==> src/rtl/encrypt_seq_if.sv <==
// Request/result handshake bundle between the host and the iterative cipher.
// The host drives the request side and consumes the result side; the cipher
// block sits on the slave modport.
interface encrypt_seq_if;
    logic        req_valid;
    logic        req_ready;
    logic [79:0] K;
    logic [63:0] M;
    logic        res_valid;
    logic        res_ready;
    logic [63:0] C;

    modport master (
        output req_valid, K, M, res_ready,
        input  req_ready, res_valid, C
    );

    modport slave (
        input  req_valid, K, M, res_ready,
        output req_ready, res_valid, C
    );
endinterface

==> src/rtl/encrypt_seq.sv <==
// Iterative 80-bit-key / 64-bit-block cipher sequencer. A single round,
// key-schedule and key-addition datapath is reused for ROUNDS cycles, then
// one final key addition produces the ciphertext, which is held until the
// consumer takes it.
module encrypt_seq #(
    parameter int ROUNDS = 31
) (
    input  logic              clk,
    input  logic              rst_n,
    encrypt_seq_if.slave      bus,
    output logic              busy,
    output logic [4:0]        round_cnt
);

    localparam logic [1:0] S_IDLE  = 2'd0;
    localparam logic [1:0] S_RUN   = 2'd1;
    localparam logic [1:0] S_FINAL = 2'd2;
    localparam logic [1:0] S_DONE  = 2'd3;

    localparam logic [4:0] LAST_ROUND = 5'(ROUNDS);

    // The 5-bit round counter and key-schedule constant only cover 1..31.
    if (ROUNDS < 1 || ROUNDS > 31) begin : g_rounds_check
        $error("encrypt_seq: ROUNDS must be in 1..31");
    end

    // 4-bit substitution box shared by the round and the key schedule.
    function automatic logic [3:0] sbox(input logic [3:0] x);
        logic [3:0] y;
        case (x)
            4'h0: y = 4'hC;
            4'h1: y = 4'h5;
            4'h2: y = 4'h6;
            4'h3: y = 4'hB;
            4'h4: y = 4'h9;
            4'h5: y = 4'h0;
            4'h6: y = 4'hA;
            4'h7: y = 4'hD;
            4'h8: y = 4'h3;
            4'h9: y = 4'hE;
            4'hA: y = 4'hF;
            4'hB: y = 4'h8;
            4'hC: y = 4'h4;
            4'hD: y = 4'h7;
            4'hE: y = 4'h1;
            default: y = 4'h2;
        endcase
        return y;
    endfunction

    logic [1:0]  state;
    logic [63:0] st;
    logic [79:0] ky;
    logic [63:0] c_q;
    logic        res_valid_q;

    // Round datapath: add round key, substitute each nibble, permute bits.
    logic [63:0] ark;
    logic [63:0] sb_out;
    logic [63:0] st_next;

    assign ark = st ^ ky[79:16];

    for (genvar n = 0; n < 16; n++) begin : g_sbox
        assign sb_out[4*n +: 4] = sbox(ark[4*n +: 4]);
    end

    // Bit i moves to position 16*i mod 63; the top bit stays in place.
    for (genvar i = 0; i < 63; i++) begin : g_perm
        assign st_next[(i*16) % 63] = sb_out[i];
    end
    assign st_next[63] = sb_out[63];

    // Key schedule: rotate left by 61, substitute the top nibble, and fold
    // the round counter into bits 19:15.
    logic [79:0] ky_rot;
    logic [79:0] ky_next;

    assign ky_rot  = {ky[18:0], ky[79:19]};
    assign ky_next = {sbox(ky_rot[79:76]), ky_rot[75:20],
                      ky_rot[19:15] ^ round_cnt, ky_rot[14:0]};

    assign bus.req_ready = (state == S_IDLE);
    assign bus.res_valid = res_valid_q;
    assign bus.C         = c_q;
    assign busy          = (state == S_RUN) || (state == S_FINAL);

    // Sequencer: accept a job, iterate the rounds, add the final key, then
    // hold the result until the consumer takes it.
    always_ff @(posedge clk or negedge rst_n) begin
        if (!rst_n) begin
            // NOTE: the working state and key registers are cleared as well,
            // so an abandoned job leaves nothing behind that could resurface.
            state       <= S_IDLE;
            st          <= '0;
            ky          <= '0;
            c_q         <= '0;
            res_valid_q <= 1'b0;
            round_cnt   <= '0;
        end else begin
            // NOTE: non-blocking assignments here let every register see the
            // values from before the edge, so st and ky update in lockstep.
            case (state)
                S_IDLE: begin
                    if (bus.req_valid) begin
                        st        <= bus.M;
                        ky        <= bus.K;
                        round_cnt <= 5'd1;
                        state     <= S_RUN;
                    end
                end
                S_RUN: begin
                    st <= st_next;
                    ky <= ky_next;
                    if (round_cnt == LAST_ROUND) begin
                        // Counter parks at ROUNDS rather than wrapping.
                        state <= S_FINAL;
                    end else begin
                        round_cnt <= round_cnt + 5'd1;
                    end
                end
                S_FINAL: begin
                    c_q         <= st ^ ky[79:16];
                    res_valid_q <= 1'b1;
                    state       <= S_DONE;
                end
                default: begin
                    if (bus.res_ready) begin
                        res_valid_q <= 1'b0;
                        round_cnt   <= '0;
                        state       <= S_IDLE;
                    end
                end
            endcase
        end
    end

endmodule

==> src/flat_wrapper.sv <==
// flat-port wrapper written by rule: the top's interface ports become plain ports
module encrypt_seq_flat 
#(
    parameter int ROUNDS = 31
)
  (clk, rst_n, busy, round_cnt, bus_req_valid, bus_K, bus_M, bus_res_ready, bus_req_ready, bus_res_valid, bus_C);
  encrypt_seq_if bus_i ();
  input  logic clk;
  input  logic rst_n;
  output logic busy;
  output logic [4:0] round_cnt;
  input wire logic [$bits(bus_i.req_valid)-1:0] bus_req_valid;
  input wire logic [$bits(bus_i.K)-1:0] bus_K;
  input wire logic [$bits(bus_i.M)-1:0] bus_M;
  input wire logic [$bits(bus_i.res_ready)-1:0] bus_res_ready;
  output wire logic [$bits(bus_i.req_ready)-1:0] bus_req_ready;
  output wire logic [$bits(bus_i.res_valid)-1:0] bus_res_valid;
  output wire logic [$bits(bus_i.C)-1:0] bus_C;
  assign bus_i.req_valid = bus_req_valid;
  assign bus_i.K = bus_K;
  assign bus_i.M = bus_M;
  assign bus_i.res_ready = bus_res_ready;
  assign bus_req_ready = bus_i.req_ready;
  assign bus_res_valid = bus_i.res_valid;
  assign bus_C = bus_i.C;
  encrypt_seq #(.ROUNDS(ROUNDS)) u_core (.clk(clk), .rst_n(rst_n), .bus(bus_i), .busy(busy), .round_cnt(round_cnt));
endmodule
==> config.mk <==
export PLATFORM = sky130hd
export DESIGN_NAME = encrypt_seq_flat
export DESIGN_NICKNAME = d
export VERILOG_FILES = /design/src/rtl/encrypt_seq_if.sv /design/src/rtl/encrypt_seq.sv /design/src/flat_wrapper.sv
export SDC_FILE = /design/constraint.sdc
export NUM_CORES = 1
export LEC_CHECK = 0
export CAP_MARGIN = 20
export CORE_AREA = 2 2 218 220
export CTS_CLUSTER_SIZE = 30
export DETAILED_ROUTE_END_ITERATION = 10
export DIE_AREA = 0 0 220 222
export GPL_ROUTABILITY_DRIVEN = 0
export SLEW_MARGIN = 10
export SYNTH_ARGS = -nofsm -noshare
export SYNTH_HDL_FRONTEND = slang
export SYNTH_SLANG_ARGS = --single-unit
==> constraint.sdc <==
create_clock -name clk -period 4.1 [get_ports clk]
set_input_delay 0.82 -clock clk [delete_from_list [all_inputs] [get_ports clk]]
set_output_delay 0.82 -clock clk [all_outputs]
set_load 0.01 [all_outputs]
==> metrics.md <==
| Metric | Value |
|---|---|
| Multi-input logic area | `6890 um2` |
| Tmin final | `approximately 2.9 ns` |
| Hold Fails Final Rpt | `0` |
| Later-pin clock latency in the skew report | `around 0.54 ns` |
| IO Port Bufs | `219` |
| H-tree depth | `1` |
| Max-slew violations | `0` |
| Worst setup path class | `register to output port` |
| FMAX | `0.349 GHz` |
| Row cnt | `79` |
| Arrival time at the worst endpoint | `2.05 ns` |
| Initial antenna violation count | `0` |
| Routed via count | `roughly 11000` |
| Layout fillers | `roughly 4700` |
| CTS Root Cell | `clkbuf_16` |
| Hold_buf cts | `0` |
| Sequential cell area | `around 5400 um2` |
| Post-Syn Area | `around 13000 um2` |
| DR vias/cell | `between 5 and 6` |
| RR Endpoint | `u_core.round_cnt[1]` |
| Cell internal pwr | `9.48 mW` |
| HP Class | `input pin to asynchronous set/reset pin` |
| Clock Sinks | `216` |
| Switch share | `0.471` |
| Register share of total power | `0.252` |
| Reg clk slew, reported paths | `0.07 ns` |
| Ys Warns | `0` |
| Critical path endpoint | `busy` |
| Power share of the clock group | `0.139` |
| Relative slew slack | `0.307` |
| Die Height | `about 220 um` |
| Skew final | `~0.011 ns` |
| Power Dens Cells | `1080 nW/um2` |
| Leakage Power | `6.95 nW` |
| Psw | `8.45 mW` |
| Least-Margin Pin Slew | `about 1.0 ns` |
| Die X-Extent | `approximately 220 um` |
| Area of the die | `48800 um2` |
| Pre-Repair DR Iteration Count | `6` |
| Routed Wire Length | `46200 um` |
| Crit Path Max Fanout | `3` |
| Endpoints failing setup | `0` |
| Vias in the first global route | `10600` |
| Number of setup buffers added after CTS | `0` |
| Number of max-cap violations | `0` |
| Pin count of the biggest net entering global routing | `163` |
| CP Launch Type | `register` |
| Most frequent cells in the layout | `217 x clkdlybuf4s50_1, 216 x dfrtp_1, 153 x nand2_1` |
| Fin Setup TNS | `0 ns` |
| Area after DPL | `15700 um2` |
| First-pass GRT wire length | `68100 um` |
| Gr ovfl total | `0` |
| Placed wire-length estimate | `approximately 35000 um` |
| Final worst-path cycle share | `0.699` |
| Area delta synth->final | `29.2%` |
| Run status | `finished, final reports clean` |
| Synth Instances | `approximately 1400` |
| Crit end category | `output port` |
| Share of cells above drive strength 1 | `0.0866` |
| Max VDD drop | `between 0.5 and 0.6 mV` |
| N_diodes | `0` |
| Nets@finish | `1745` |
| Syn_nets | `1560` |
| Unrepaired setup endpoints after global routing | `no` |
| DR iter-0 viols | `1140` |
| Num CTS Buffers | `26` |
| Reg-to-reg critical path startpoint | `u_core.state[0]` |
| Cells on worst reg2reg path | `9` |
| Critical Path Source | `u_core.state[0]` |
| Syn_area_per_cell | `between 9 and 10 um2` |
| Post-route ant nets | `0` |
| Logic pwr share | `0.610` |
| TritonCTS clock tree | `done` |
| Yosys reg bits | `216` |
| Initial Util | `0.278` |
| Final instance area | `between 15000 and 20000 um2` |
| R2R setup slack | `~1.4 ns` |
| Sequential element share of the synthesized area | `0.420` |
| CTS Buffer Depth | `3` |
| CORE AREA | `around 46000 um2` |
| All-Layer GR Usage | `0.187` |
| I/O pins | `220` |
| Netlist cell types | `41` |
| Req. time, crit path | `~3.3 ns` |
| Most common cell after layout, fill and taps aside | `clkdlybuf4s50_1` |
| Post-cts sizing count | `0` |
| DR WL/cell | `roughly 21 um` |
| Post-route DRC violation count | `0` |
==> critical path, stage by stage (launching register included) <==
cell	delay, ns
dfrtp_1	0.43
inv_1	0.14
ha_2	0.36
clkdlybuf4s50_1	0.57
==> cell type report <==
cell class	count	area share
Inverter	75	0.0169
Tap cell	607	0.0456
Sequential cell	216	0.325
Multi-Input combinational cell	983	0.414
Clock inverter	14	0.00963
Clock buffer	34	0.0464
Timing Repair Buffer	236	0.142
==> cells in the mapped netlist, drive strengths merged <==
cell     count  area, um2
nand2      153        574
a21o         2       15.0
nand4        1       6.26
mux4        21        473
o22ai       17        106
a221o       21        210
xor2        35        352
dfrtp      216       5410
a211oi       3       22.5
or3          1       6.26
and3        12       75.1
xnor2       54        548
a22oi       11       82.6
inv         75        282
nor3         4       20.0
ha          59        738
and2         1       6.26
o32a         1       10.0
a21oi      103        515
nor2        91        342
clkbuf      41        154
mux2        26        293
o21ai      149        749
nand3       25        125
nor4         1       6.26
nand2b      29        181
o21bai       4       30.0
nor2b       12       75.1
a21boi       1       7.51
a22o         6       52.6
mux2i       86        861
o2111ai      1       8.76
o211ai      18        135
buf         38        186
o21a         1       7.51
a31oi       34        213
==> cells by family after synthesis <==
kind of cell | count (synthesis) | synth area share
AOI/OAI and AO/OA | 372 | 0.168
xor gates and xnor gates | 89 | 0.0699
adders and majority gates | 59 | 0.0573
buffers and inverters | 154 | 0.0483
DFF | 216 | 0.420
muxes | 133 | 0.126
and+or+nand+nor | 330 | 0.110
==> routing by layer <==
layer | GRT usage | part of all wire | wire length [um]
met5 | 0 | 0 | 0
met1 | 0.254 | 0.42 | 19600
met4 | 0.0580 | 0.034 | 1580
met2 | 0.305 | 0.48 | 22000
met3 | 0.0274 | 0.067 | 3110
==> worst min-delay path by stage <==
stage                        from       endpoint  slack [ns]  cells after the start
floorplan            u_core.ky[0]   u_core.ky[0]        0.45                      2
global placement     u_core.ky[3]   u_core.ky[3]        0.46                      2
detailed placement  u_core.ky[11]  u_core.ky[11]        0.47                      2
CTS                         rst_n  u_core.ky[56]        0.41                      1
global route                rst_n  u_core.ky[56]        0.42                      1
finish                      rst_n  u_core.ky[56]        0.36                      1
==> state kept, by name (all words and copies together), names as in the netlist <==
register              flops
u_core.bus.res_valid      1
u_core.state              2
u_core.st                64
u_core.round_cnt          5
u_core.bus.C             64
u_core.ky                80
==> power groups by stage <==
| stage | Combinational (mW) | Sequential (mW) | Clock [mW] |
|---|---|---|---|
| floorplan | 7.53 | 4.15 | 0 |
| global route | 12.1 | 4.62 | 2.61 |
| finish | 10.9 | 4.52 | 2.49 |
| global placement | 10.5 | 4.51 | 0 |
| detailed placement | 10.8 | 4.54 | 0 |
| CTS | 10.9 | 4.52 | 2.52 |
==> through the flow <==
step / worst slack (ns) / hold WS [ns] / util / std cells / power, mW
floorplan: 2.05 / 0.450 / - / 1353 / 11.7
global placement: 1.43 / 0.461 / 0.340 / 2117 / 15.0
detailed placement: 1.35 / 0.471 / 0.340 / 2117 / 15.3
CTS: 1.21 / 0.406 / 0.360 / 2165 / 17.9
global route: 1.18 / 0.423 / 0.360 / 2165 / 19.3
finish: 1.23 / 0.356 / 0.360 / 2165 / 17.9
(Power assumes the default switching activity.)
